`config.mk`:
```
export PLATFORM = sky130hd
export DESIGN_NAME = riscv_run_monitor
export DESIGN_NICKNAME = d
export VERILOG_FILES = /design/src/rtl/riscv_mon_pkg.sv /design/src/rtl/riscv_mon_exp_table.sv /design/src/rtl/riscv_run_monitor.sv
export SDC_FILE = /design/constraint.sdc
export NUM_CORES = 1
export LEC_CHECK = 0
export ABC_AREA = 1
export CAP_MARGIN = 20
export CORE_MARGIN = 5
export CORE_UTILIZATION = 55
export CTS_CLUSTER_DIAMETER = 200
export DETAILED_ROUTE_END_ITERATION = 10
export PLACE_DENSITY = 0.79
export SYNTH_ARGS = -nofsm -noshare
export SYNTH_HDL_FRONTEND = slang
export SYNTH_HIERARCHICAL = 1
export SYNTH_SLANG_ARGS = --single-unit
```
`constraint.sdc`:
```
create_clock -name clk -period 4.3 [get_ports clk]
set_input_delay 0.86 -clock clk [delete_from_list [all_inputs] [get_ports clk]]
set_output_delay 0.86 -clock clk [all_outputs]
set_load 0.01 [all_outputs]
```
`src/rtl/riscv_mon_pkg.sv`:
```
// Shared types for the RISC-V end-of-program run monitor.
package riscv_mon_pkg;

    localparam int unsigned MON_XLEN = 32;

    typedef enum logic [1:0] {
        IDLE,
        RUN,
        CHECK,
        DONE
    } mon_state_t;

    typedef enum logic {
        HALT_ADDR,
        HALT_LOOP
    } halt_mode_t;

    // The register number field is named regnum because "reg" is a keyword.
    typedef struct packed {
        logic                en;
        logic [4:0]          regnum;
        logic [MON_XLEN-1:0] data;
    } exp_entry_t;

endpackage

```
`src/rtl/riscv_mon_exp_table.sv`:
```
// Expected-register-value table: one write port, combinational read by index.
module riscv_mon_exp_table
    import riscv_mon_pkg::*;
#(
    parameter int unsigned NUM_CHECKS = 4,
    parameter int unsigned XLEN       = 32
) (
    input  logic                          clk,
    input  logic                          reset,
    input  logic                          we,
    input  logic [$clog2(NUM_CHECKS)-1:0] widx,
    input  logic                          wen,
    input  logic [4:0]                    wreg,
    input  logic [XLEN-1:0]               wdata,
    input  logic [$clog2(NUM_CHECKS)-1:0] ridx,
    output logic                          ren,
    output logic [4:0]                    rreg,
    output logic [XLEN-1:0]               rdata
);

    exp_entry_t tbl [NUM_CHECKS];
    exp_entry_t rd_entry;

    always_ff @(posedge clk or negedge reset) begin
        if (!reset) begin
            for (int unsigned i = 0; i < NUM_CHECKS; i++) begin
                tbl[i] <= '0;
            end
        end else if (we) begin
            tbl[widx] <= '{en: wen, regnum: wreg, data: wdata};
        end
    end

    assign rd_entry = tbl[ridx];
    assign ren      = rd_entry.en;
    assign rreg     = rd_entry.regnum;
    assign rdata    = rd_entry.data;

endmodule

```
`src/rtl/riscv_run_monitor.sv`:
```
// End-of-program monitor: detects halt from retired PCs (or times out),
// then walks the expected-value table against a register-file read port.
module riscv_run_monitor
    import riscv_mon_pkg::*;
#(
    parameter int unsigned XLEN       = 32,
    parameter int unsigned NUM_CHECKS = 4,
    parameter int unsigned CNT_W      = 32,
    parameter int unsigned STALL_REPS = 4
) (
    input  logic                          clk,
    input  logic                          reset,
    input  logic                          start,
    input  logic                          mode,
    input  logic [XLEN-1:0]               fin_addr,
    input  logic [CNT_W-1:0]              timeout_limit,
    input  logic                          retire,
    input  logic [XLEN-1:0]               pc,
    input  logic                          exp_we,
    input  logic [$clog2(NUM_CHECKS)-1:0] exp_idx,
    input  logic                          exp_en,
    input  logic [4:0]                    exp_reg,
    input  logic [XLEN-1:0]               exp_data,
    output logic [4:0]                    rf_raddr,
    input  logic [XLEN-1:0]               rf_rdata,
    output logic                          busy,
    output logic                          done,
    output logic                          pass,
    output logic                          fail,
    output logic                          timeout,
    output logic [$clog2(NUM_CHECKS)-1:0] fail_idx,
    output logic [XLEN-1:0]               fail_data,
    output logic [CNT_W-1:0]              cycle_count,
    output logic [CNT_W-1:0]              instret_count
);

    localparam int unsigned IW = $clog2(NUM_CHECKS);
    localparam int unsigned SW = $clog2(STALL_REPS + 1);

    mon_state_t       state, state_n;
    logic [IW-1:0]    chk_idx;
    logic [SW-1:0]    stall_cnt, stall_n;
    logic [XLEN-1:0]  prev_pc;
    logic             prev_vld;
    logic [CNT_W-1:0] cyc_n, ins_n;
    logic             idle_like, same_pc, halt, tmo_hit, chk_mis, chk_last;
    logic             ent_en;
    logic [4:0]       ent_reg;
    logic [XLEN-1:0]  ent_data;

    riscv_mon_exp_table #(
        .NUM_CHECKS (NUM_CHECKS),
        .XLEN       (XLEN)
    ) u_table (
        .clk   (clk),
        .reset (reset),
        .we    (exp_we && idle_like),
        .widx  (exp_idx),
        .wen   (exp_en),
        .wreg  (exp_reg),
        .wdata (exp_data),
        .ridx  (chk_idx),
        .ren   (ent_en),
        .rreg  (ent_reg),
        .rdata (ent_data)
    );

    assign idle_like = (state == IDLE) || (state == DONE);
    assign busy      = (state == RUN) || (state == CHECK);
    assign rf_raddr  = (state == CHECK) ? ent_reg : '0;

    assign cyc_n = (&cycle_count) ? cycle_count : cycle_count + CNT_W'(1);
    assign ins_n = (retire && !(&instret_count)) ? instret_count + CNT_W'(1) : instret_count;

    // A repeat needs a previously retired PC in this run; the first retire never counts.
    assign same_pc = prev_vld && (pc == prev_pc);
    assign stall_n = (retire && same_pc) ? stall_cnt + SW'(1) : '0;
    assign halt    = (halt_mode_t'(mode) == HALT_LOOP)
                   ? (retire && same_pc && (stall_n == SW'(STALL_REPS - 1)))
                   : (retire && (pc == fin_addr));
    assign tmo_hit = (timeout_limit != '0) && (cyc_n == timeout_limit) && !halt;

    assign chk_mis  = ent_en && (rf_rdata != ent_data);
    assign chk_last = (chk_idx == IW'(NUM_CHECKS - 1));

    always_ff @(posedge clk or negedge reset) begin
        if (!reset) state <= IDLE;
        else        state <= state_n;
    end

    always_comb begin
        state_n = state;
        unique case (state)
            IDLE, DONE: if (start) state_n = RUN;
            RUN: begin
                if (halt)         state_n = CHECK;
                else if (tmo_hit) state_n = DONE;
            end
            CHECK: if (chk_mis || chk_last) state_n = DONE;
            default: state_n = IDLE;
        endcase
    end

    always_ff @(posedge clk or negedge reset) begin
        if (!reset) begin
            done          <= 1'b0;
            pass          <= 1'b0;
            fail          <= 1'b0;
            timeout       <= 1'b0;
            fail_idx      <= '0;
            fail_data     <= '0;
            cycle_count   <= '0;
            instret_count <= '0;
            stall_cnt     <= '0;
            prev_pc       <= '0;
            prev_vld      <= 1'b0;
            chk_idx       <= '0;
        end else begin
            unique case (state)
                IDLE, DONE: begin
                    if (start) begin
                        done          <= 1'b0;
                        pass          <= 1'b0;
                        fail          <= 1'b0;
                        timeout       <= 1'b0;
                        fail_idx      <= '0;
                        fail_data     <= '0;
                        cycle_count   <= '0;
                        instret_count <= '0;
                        stall_cnt     <= '0;
                        prev_pc       <= '0;
                        prev_vld      <= 1'b0;
                        chk_idx       <= '0;
                    end
                end
                RUN: begin
                    cycle_count   <= cyc_n;
                    instret_count <= ins_n;
                    if (retire) begin
                        prev_pc   <= pc;
                        prev_vld  <= 1'b1;
                        stall_cnt <= stall_n;
                    end
                    if (halt) begin
                        chk_idx <= '0;
                    end else if (tmo_hit) begin
                        done    <= 1'b1;
                        fail    <= 1'b1;
                        timeout <= 1'b1;
                    end
                end
                CHECK: begin
                    if (chk_mis) begin
                        fail_idx  <= chk_idx;
                        fail_data <= rf_rdata;
                        done      <= 1'b1;
                        fail      <= 1'b1;
                    end else if (chk_last) begin
                        done <= 1'b1;
                        pass <= 1'b1;
                    end else begin
                        chk_idx <= chk_idx + IW'(1);
                    end
                end
                default: ;
            endcase
        end
    end

endmodule

```
; After elaboration in Yosys (flattened, before gate mapping)
; Cells that the tools add are included.
[op_classes]
addsub = 4
n_lt_le_gt_ge = 3
eq_ne = 22
muxes = 46
bitwise_logic = 2
reduce_logical = 32
[op_table]
columns = operator, n
row1 = 32-bit case mux with 2 select lines, 4
row2 = 32-bit two-way mux, 5
row3 = 152-bit bitwise mux, 1
row4 = 38-bit two-way mux, 3
row5 = 32-bit equality test, 3
row6 = 38-bit binary-select mux with 2-bit select, 1
row7 = 38-bit demux with 2-bit select, 1
row8 = 32-bit by 1-bit adder with 32-bit output (second input constant), 2
row9 = 32-bit AND reduction, 2
row10 = 32-bit inequality test, 1
row11 = 32-bit nonzero test, 1
row12 = 4-bit AND reduction, 5
row13 = 2-bit two-way mux, 9
row14 = 2-bit inequality test (second input constant), 9
row15 = 2-bit case mux with 3 select lines, 2
row16 = 3-bit AND reduction, 4
row17 = 1-bit logical AND, 10
row18 = 1-bit two-way mux, 9
row19 = 3-bit two-way mux, 3
row20 = 2-bit equality test (second input constant), 3
row21 = 3-bit >= comparator (second input constant), 2
row22 = 3-bit inequality test (second input constant), 2
row23 = 2-bit inverter with 3-bit output, 2
row24 = 1-bit case mux with 2 select lines, 3
row25 = 16 further kinds, 22
[word_totals]
reg_bits = 294
inputBits = 174
output_inout_bits = 108
word_cells = 134

; Depth between registers and ports, before layout
; Gate-level depths: netlist (run 1).
[logic_depth]
depth_word = 12
mapped_depth = 20
mapped_depth_nobuf = 20

; Hierarchy
; The synthesis (run 1) kept the hierarchy.
[by_module_without_submodules]
columns = mod, instances, cells_each, area_each_um2, seq_area_each_um2
row1 = riscv_run_monitor, 1, 1333, 9271.4, 3553.4
row2 = riscv_mon_exp_table, 1, 1113, 7875.1, 3803.6

; Worst setup path before layout (run 1)
; No wires, ideal clock.
[synth_timing]
path_kind = register to register
start = register chk_idx[0]
end = register fail_data[0]
setup_ns = 0.140
arrival_ns = 2.578
required_time_ns = 4.160
slack_ns = 1.582
path_stages_with_launch = 19
path_buffers = 5
period_less_slack_ns = 2.718
cell_sequence = dfrtp_1 > clkbuf_1 > inv_1 > buf_2 > buf_2 > nand2_1 > nand3_1 > nand2_1 > or2_2 > nand3_1 > nor3_1 > nand4_1 > nor2_1 > nand2_1 > nand3_1 > a21oi_1 > buf_2 > buf_1 > o32ai_1
[synth_between]
elab_chain_len = 8
[synth_rtl]
columns = item, line_no
row1 = start: declaration, riscv_run_monitor.sv:41  ; logic [IW-1:0] chk_idx;
row2 = start signal: assignment, riscv_run_monitor.sv:162  ; chk_idx <= chk_idx + IW'(1);
row3 = 2-bit inverter with 3-bit output (not written as such), riscv_mon_exp_table.sv:34  ; assign rd_entry = tbl[ridx];
row4 = 38-bit binary-select mux with 2-bit select, riscv_mon_exp_table.sv:34
row5 = 38-bit two-way mux (not written as such) (2 in a row), riscv_mon_exp_table.sv:34
row6 = via ent_data[0], riscv_run_monitor.sv:49  ; logic [XLEN-1:0] ent_data;
row7 = 32-bit inequality test, riscv_run_monitor.sv:83  ; assign chk_mis = ent_en && (rf_rdata != ent_data);
row8 = 1-bit logical AND, riscv_run_monitor.sv:83
row9 = 2-bit inequality test (no line), --
row10 = 3-bit AND reduction (no line), --
row11 = end signal: assignment, riscv_run_monitor.sv:155  ; fail_data <= rf_rdata;
row12 = end: declaration, riscv_run_monitor.sv:32  ; output logic [XLEN-1:0] fail_data,
; The timed path passes the listed nets, and every way through them passes these cells. The select of a mux whose other input is x is not followed.
; A chain may end at the register's enable or synchronous reset.

; Worst setup path in the final report (run 1)
[layout_timing]
start = register state[0]
end = register instret_count[5]
[layout_between]
elab_chain_len = 4
elab_cells_between_ends = 9
classes_between = eq/ne: 4 / mux: 1 / reduce/logical: 4
[layout_rtl]
columns = item, line_no
row1 = start: declaration, riscv_run_monitor.sv:40  ; mon_state_t state, state_n;
row2 = start signal: assignment, riscv_run_monitor.sv:88  ; else state <= state_n;
row3 = 2-bit equality test / 2-bit zero test (equally long branches), riscv_run_monitor.sv:119  ; unique case (state)
row4 = 2-bit OR reduction, riscv_run_monitor.sv:119
row5 = 2-bit inequality test (no line) / 2-bit nonzero test (equally long branches), --
row6 = 3-bit AND reduction (no line), --
row7 = end signal: assignment, riscv_run_monitor.sv:138  ; instret_count <= ins_n;
row8 = end: declaration, riscv_run_monitor.sv:34  ; output logic [CNT_W-1:0] instret_count
; Several ways; a longest one is shown, not always the timed one.

==> impl_metrics.ini, run 1 <==
[worst_setup_path]
worst_setup_path_start_kind = flip-flop
cp_max_fo = 21
worstSetupEndpointType = flip-flop
worstSetupPathType = reg -> reg
reg2reg_from = state[0]
worst_ep_arrival_time_ps = 4090
cp.required_ps = 4720
startpoint = state[0]

[clock_tree]
clockRootBuffer = clkbuf_16
numCtsBuffers = 34
post_cts_resized = 0
cts.sinks = 294
htreeDepth = 2
hold_buffers = 0
cts_setup_buffers = 0
cts_tree = yes
cts_buffer_depth = 3
clk_pin_slew_ps = 60
clock_latency_ps = 510

[global_routing]
antenna_found_initial = 0
grt_overflow = 0
grt_max_degree = 115
grt_pass1_vias = 16520
track_usage = 0.3138
grt_pass1_wl_mm = 90.42

[job]
cap_viol_max_count = 0

[sta]
fmax_mhz = 272.5
fin_crit_sh = 0.8534
finClkSkew_ps = 6.182
finalCriticalPeriod_ps = 3670
setup_violations = 0
slew_headroom = 0.3680
worstMarginPinSlew_ps = 948.1
fin_tns_setup_ps = 0
hold_viol_final = 0
rsz0062_at_grt = no
final_max_slew_viol_count = 0

[yosys]
synth_top_family_by_area = simple AND/OR/NAND/NOR gates
yosysWarnings = 6
ys_types = 42
async_flop_share = 1.000
ys.flop_type = dfrtp_1
syn-num-nets = 2626
synth_adder_area_share = 0.004378
synth_area_per_cell_um2 = 7.010
synthXorXnorAreaFrac = 0.03525
muxShareOfSynthArea = 0
synth.cell_area_mm2 = 0.01715
synthSimpleGateAreaFrac = 0.3337
synthCells = 2446
synth-seq-area-share = 0.4291
synth_edf_count = 0
ys_ff_latch = 294
synth-compound-area-share = 0.07815

[die]
core_mm2 = 0.03067
die_y_um = 186.6
start_util = 0.5591
die_area_mm2 = 0.03481
ioPinCount = 282
std_cell_rows = 64
dieWidth_um = 186.6

[placement]
portBuffers = 281
gp_congestion = 0.9967
dp_hpwl_mm = 39.39

[routing]
dr_total_vias = 17250
drc_errors = 0
ant_nets = 0
first_pass_iters = 5
wirelength_mm = 56.41
wl_per_cell_um = 18.19
vias_per_cell = 5.562
drt_first_iter_violations = 1815

[cells_and_area]
syn_to_final_growth_pct = 24.61
drive_gt1_frac = 0.04401
nets = 2860
fillerInstances = 2594

[run_status]
status = completed

[pwr]
ir_drop_uv = 441.2
leakagePower_nw = 10.57
power.density_mw_per_mm2 = 583.3
p_total_w = 0.01246

[hold_path]
min_path_type = in -> async
## cell type report
type	count	area [µm²]	share of cell area
Sequential cell	294	7358	0.3444
Antenna cell	1	2.502	0.0001171
Timing Repair Buffer	309	3073	0.1438
Multi-Input combinational cell	1634	7762	0.3633
Tap cell	396	495.5	0.02319
Clock inverter	8	146.4	0.006851
Inverter	407	1529	0.07156
Clock buffer	52	999.7	0.04679
## layer usage
layer  share of wire  global-route usage  up-vias
li1                -                   -     8209
met1            0.42              0.4385     8098
met2            0.47              0.5069      839
met3           0.088             0.05344      103
met4           0.029             0.09193        0
met5               0                   0        -
## cells in the final DEF (no fill, tap or decap), types with 25 or more instances in the layout
cell type,netlist,routed
clkbuf_16,0,35
nand2_1,805,805
o22ai_1,39,39
nand3_1,234,233
dfrtp_1,294,293
buf_4,8,25
clkdlybuf4s50_1,0,280
nor2_1,125,123
nand4_1,95,95
xor2_1,47,47
nor3_1,28,28
o21ai_0,95,95
o21ai_1,32,32
inv_1,399,397
## cell usage after synthesis (all sizes together), types with 3 or more instances
master	instances	share of area
nor2	132	0.032
o22ai	39	0.014
a21oi	26	0.0082
o21ai	128	0.038
inv	406	0.089
xor2	47	0.024
or2	9	0.0033
nand2	812	0.18
xnor2	22	0.011
a32o	7	0.0041
o32ai	12	0.0061
a2bb2oi	3	0.0015
ha	6	0.0044
nand3	235	0.069
dfrtp	294	0.43
nand4	95	0.035
nor3	28	0.0082
nor4	13	0.0047
o31ai	5	0.0022
o2111ai	5	0.0026
buf	62	0.020
clkbuf	49	0.011
nand3b	5	0.0022
## worst max-delay path, cell delays in order, from the launching register on
cell	delay, ps
dfrtp_1	370
inv_1	50
ha_1	330
inv_2	120
nor2_2	730
a21oi_4	50
o21ai_2	110
inv_2	160
nand2_1	420
inv_2	190
nand2_1	540
inv_1	240
a211oi_1	250
## registers in the layout, indices dropped and copies added (netlist names)
name and count:
prev_vld 1, instret_count 32, stall_cnt 3, fail_data 32, state 2, cycle_count 32, pass 1, u_table/tbl 152
chk_idx 2, done 1, fail 1, fail_idx 2, timeout 1, prev_pc 32
## stage by stage
step / cell area [µm²] / util / worst slack (ps) / cells / hold WS (ps)
final: 21370 / 0.6967 / 630.4 / 3101 / 454.7
after global routing: 21360 / 0.6966 / 329.0 / 3100 / 484.2
after CTS: 21360 / 0.6966 / 692.7 / 3100 / 472.2
after detailed placement: 20220 / 0.6592 / 261.5 / 3040 / 458.0
after global placement: 20190 / 0.6583 / 361.1 / 3039 / 452.7
after floorplan: 17150 / - / 1582 / 2446 / 441.9
## logic make-up (layout without fill, tap and decap cells)
| group | Yosys count | after routing |
|---|---|---|
| xor gates and xnor gates | 69 | 69 |
| DFF | 294 | 294 |
| other | 0 | 1 |
| AOI/OAI and AO/OA | 228 | 228 |
| adders and majority gates | 6 | 6 |
| and+or+nand+nor | 1331 | 1331 |
| buffers and inverters | 518 | 776 |
## path summary, 6_finish.rpt
| path | endpoint | slack (ps) | cells after the start |
|---|---|---|---|
| hold reg to reg | u_table/tbl[81] | 470 | 2 |
| min in group clk | u_table/tbl[81] | 470 | 2 |
| hold / removal | fail_data[1] | 450 | 1 |
| max in group asynchronous | fail_data[10] | 2820 | 2 |
| setup / recovery | instret_count[5] | 630 | 12 |
| setup reg to reg | instret_count[5] | 630 | 12 |
## power by group
| part | internal (W) | switching (W) | total, W |
|---|---|---|---|
| Combinational | 0.00186 | 0.00330 | 0.00516 |
| Clock | 0.00184 | 0.00115 | 0.00299 |
| Sequential | 0.00375 | 0.000566 | 0.00431 |
| Total | 0.00745 | 0.00502 | 0.0125 |
Power figures use the tool's default switching activity.
==> inputs of run 2 (changes only) <==
--- a/config.mk
+++ b/config.mk
@@ -7,11 +7,11 @@
 export LEC_CHECK = 0
 export ABC_AREA = 1
 export CAP_MARGIN = 20
-export CORE_MARGIN = 5
+export CORE_MARGIN = 4
 export CORE_UTILIZATION = 55
 export CTS_CLUSTER_DIAMETER = 200
 export DETAILED_ROUTE_END_ITERATION = 10
-export PLACE_DENSITY = 0.79
+export PLACE_DENSITY = 0.82
 export SYNTH_ARGS = -nofsm -noshare
 export SYNTH_HDL_FRONTEND = slang
 export SYNTH_HIERARCHICAL = 1
==> impl_metrics.ini, run 2 (synthesis results as in run 1) <==
[clock_tree]
htreeDepth = 2
hold_buffers = 0
cts.sinks = 294
clock_latency_ps = 510
clockRootBuffer = clkbuf_16
numCtsBuffers = 34
cts_setup_buffers = 0
cts_tree = yes
clk_pin_slew_ps = 60
cts_buffer_depth = 3
post_cts_resized = 0

[cells_and_area]
top_register = u_table/tbl
final_cell_mix = 805 x nand2_1, 397 x inv_1, 293 x dfrtp_1, 280 x clkdlybuf4s50_1, 233 x nand3_1
nets = 2864
largest_reg_flops = 152
fin_util = 0.6993
syn_to_final_growth_pct = 25.08
drive_gt1_frac = 0.04655
final_common_cell = nand2_1

[hold_path]
min_path_type = in -> async

[sta]
fin_crit_sh = 0.7922
worstMarginPinSlew_ps = 873.9
whs_ps = 338.5
rsz0062_at_grt = no
fin_tns_setup_ps = 0
slew_headroom = 0.4174
finalCriticalPeriod_ps = 3406
hold_viol_final = 0
fmax_mhz = 293.6
setup_violations = 0
finClkSkew_ps = 13.34
final_max_slew_viol_count = 0

[global_routing]
grt_pass1_wl_mm = 87.70
grt_pass1_vias = 16460
grt_overflow = 0
grt_max_degree = 115
track_usage = 0.3211
antenna_found_initial = 3

[worst_setup_path]
cp_slowest_cell = buf_4
worstSetupPathType = reg -> reg
worst_setup_path_start_kind = flip-flop
cp_max_fo = 79
worstSetupEndpointType = flip-flop
crit_chain = buf_4 > nand2_1 > nand3_1 > nand2_1 > xnor2_1 > nand3_1 > nor3_1 > nand4_1 > nor2_1 > nand2_1 > nand3_1 > buf_4 > o21ai_0 > nand3b_1 > nand2_1 > o21ai_0
critPathMostFrequentCell = nand2_1
critPathMaxStageDelay_ps = 680
worst_ep_arrival_time_ps = 3780
cp.required_ps = 4680

[die]
die_y_um = 184.6
die_area_mm2 = 0.03406
dieWidth_um = 184.6
core_mm2 = 0.03067
ioPinCount = 282
start_util = 0.5591
std_cell_rows = 64

[placement]
dp_hpwl_mm = 39.39
gp_congestion = 0.9821
portBuffers = 281

[routing]
dr_total_vias = 17200
ant_nets = 0
vias_per_cell = 5.543
drt_first_iter_violations = 1736
wirelength_mm = 55.97
first_pass_iters = 6
wl_per_cell_um = 18.03
drc_errors = 0

[pwr]
ir_drop_uv = 407.6
leakagePower_nw = 10.62
power.density_mw_per_mm2 = 584.7

[run_status]
status = completed

[job]
cap_viol_max_count = 0
[run 2: cell count changes in the layout (fill, tap and decap cells not counted), sizes merged]
cell,previous run,this run
clkinv,4,7
clkinvlp,1,0
clkbuf,52,48
buf,29,33
inv,406,407
[run 2: metal layers]
metal | GRT usage | wire, µm | up-vias | part of all wire
met4 | 0.1097 | 1834 | 4 | 0.033
met5 | 0 | 24 | - | 0.00043
met1 | 0.4407 | 22780 | 8031 | 0.41
met3 | 0.05368 | 5399 | 128 | 0.096
met2 | 0.5208 | 25930 | 825 | 0.46
li1 | - | - | 8216 | -
[run 2: where the power goes]
part | switching (W) | leakage [nW] | internal (W)
Combinational | 0.00333 | 6.22 | 0.00190
Clock | 0.00115 | 0.567 | 0.00184
Sequential | 0.000573 | 3.84 | 0.00375
[run 2: critical path: cells and delay by family (launching register included)]
family / cells / cell delay (ps)
compound gates: 2 / 310
flops: 1 / 360
xor+xnor: 1 / 270
buf+inv: 2 / 910
simple gates: 11 / 1410
[run 2: final timing paths]
path	startpoint	end	slack, ps	depth (start not counted)
max	chk_idx[0]	chk_idx[1]	890	16
min	reset	cycle_count[18]	340	1
max reg2reg	chk_idx[0]	chk_idx[1]	890	16
min reg2reg	u_table/tbl[61]	u_table/tbl[61]	470	2
max in group asynchronous	reset	u_table/tbl[14]	2760	2
min in group clk	u_table/tbl[61]	u_table/tbl[61]	470	2
[run 2: cell type report]
| cell class | instances | area, µm² |
|---|---|---|
| Sequential cell | 294 | 7358 |
| Fill cell | 2563 | 9223 |
| Tap cell | 396 | 495.5 |
| Inverter | 407 | 1528 |
| Antenna cell | 1 | 2.502 |
| Clock buffer | 48 | 984.7 |
| Timing Repair Buffer | 313 | 3153 |
| Multi-Input combinational cell | 1634 | 7762 |
| Clock inverter | 11 | 162.7 |
[run 2: per-stage QoR]
step / instance area (µm²) / instances / total power [W] / worst slack, ps
floorplan: 17150 / 2446 / 0.007580 / 1582
global placement: 20250 / 3042 / 0.009219 / 585.3
detailed placement: 20280 / 3043 / 0.009455 / 490.3
CTS: 21420 / 3102 / 0.01250 / 921.4
global route: 21450 / 3104 / 0.01340 / 494.2
finish: 21450 / 3104 / 0.01254 / 893.6
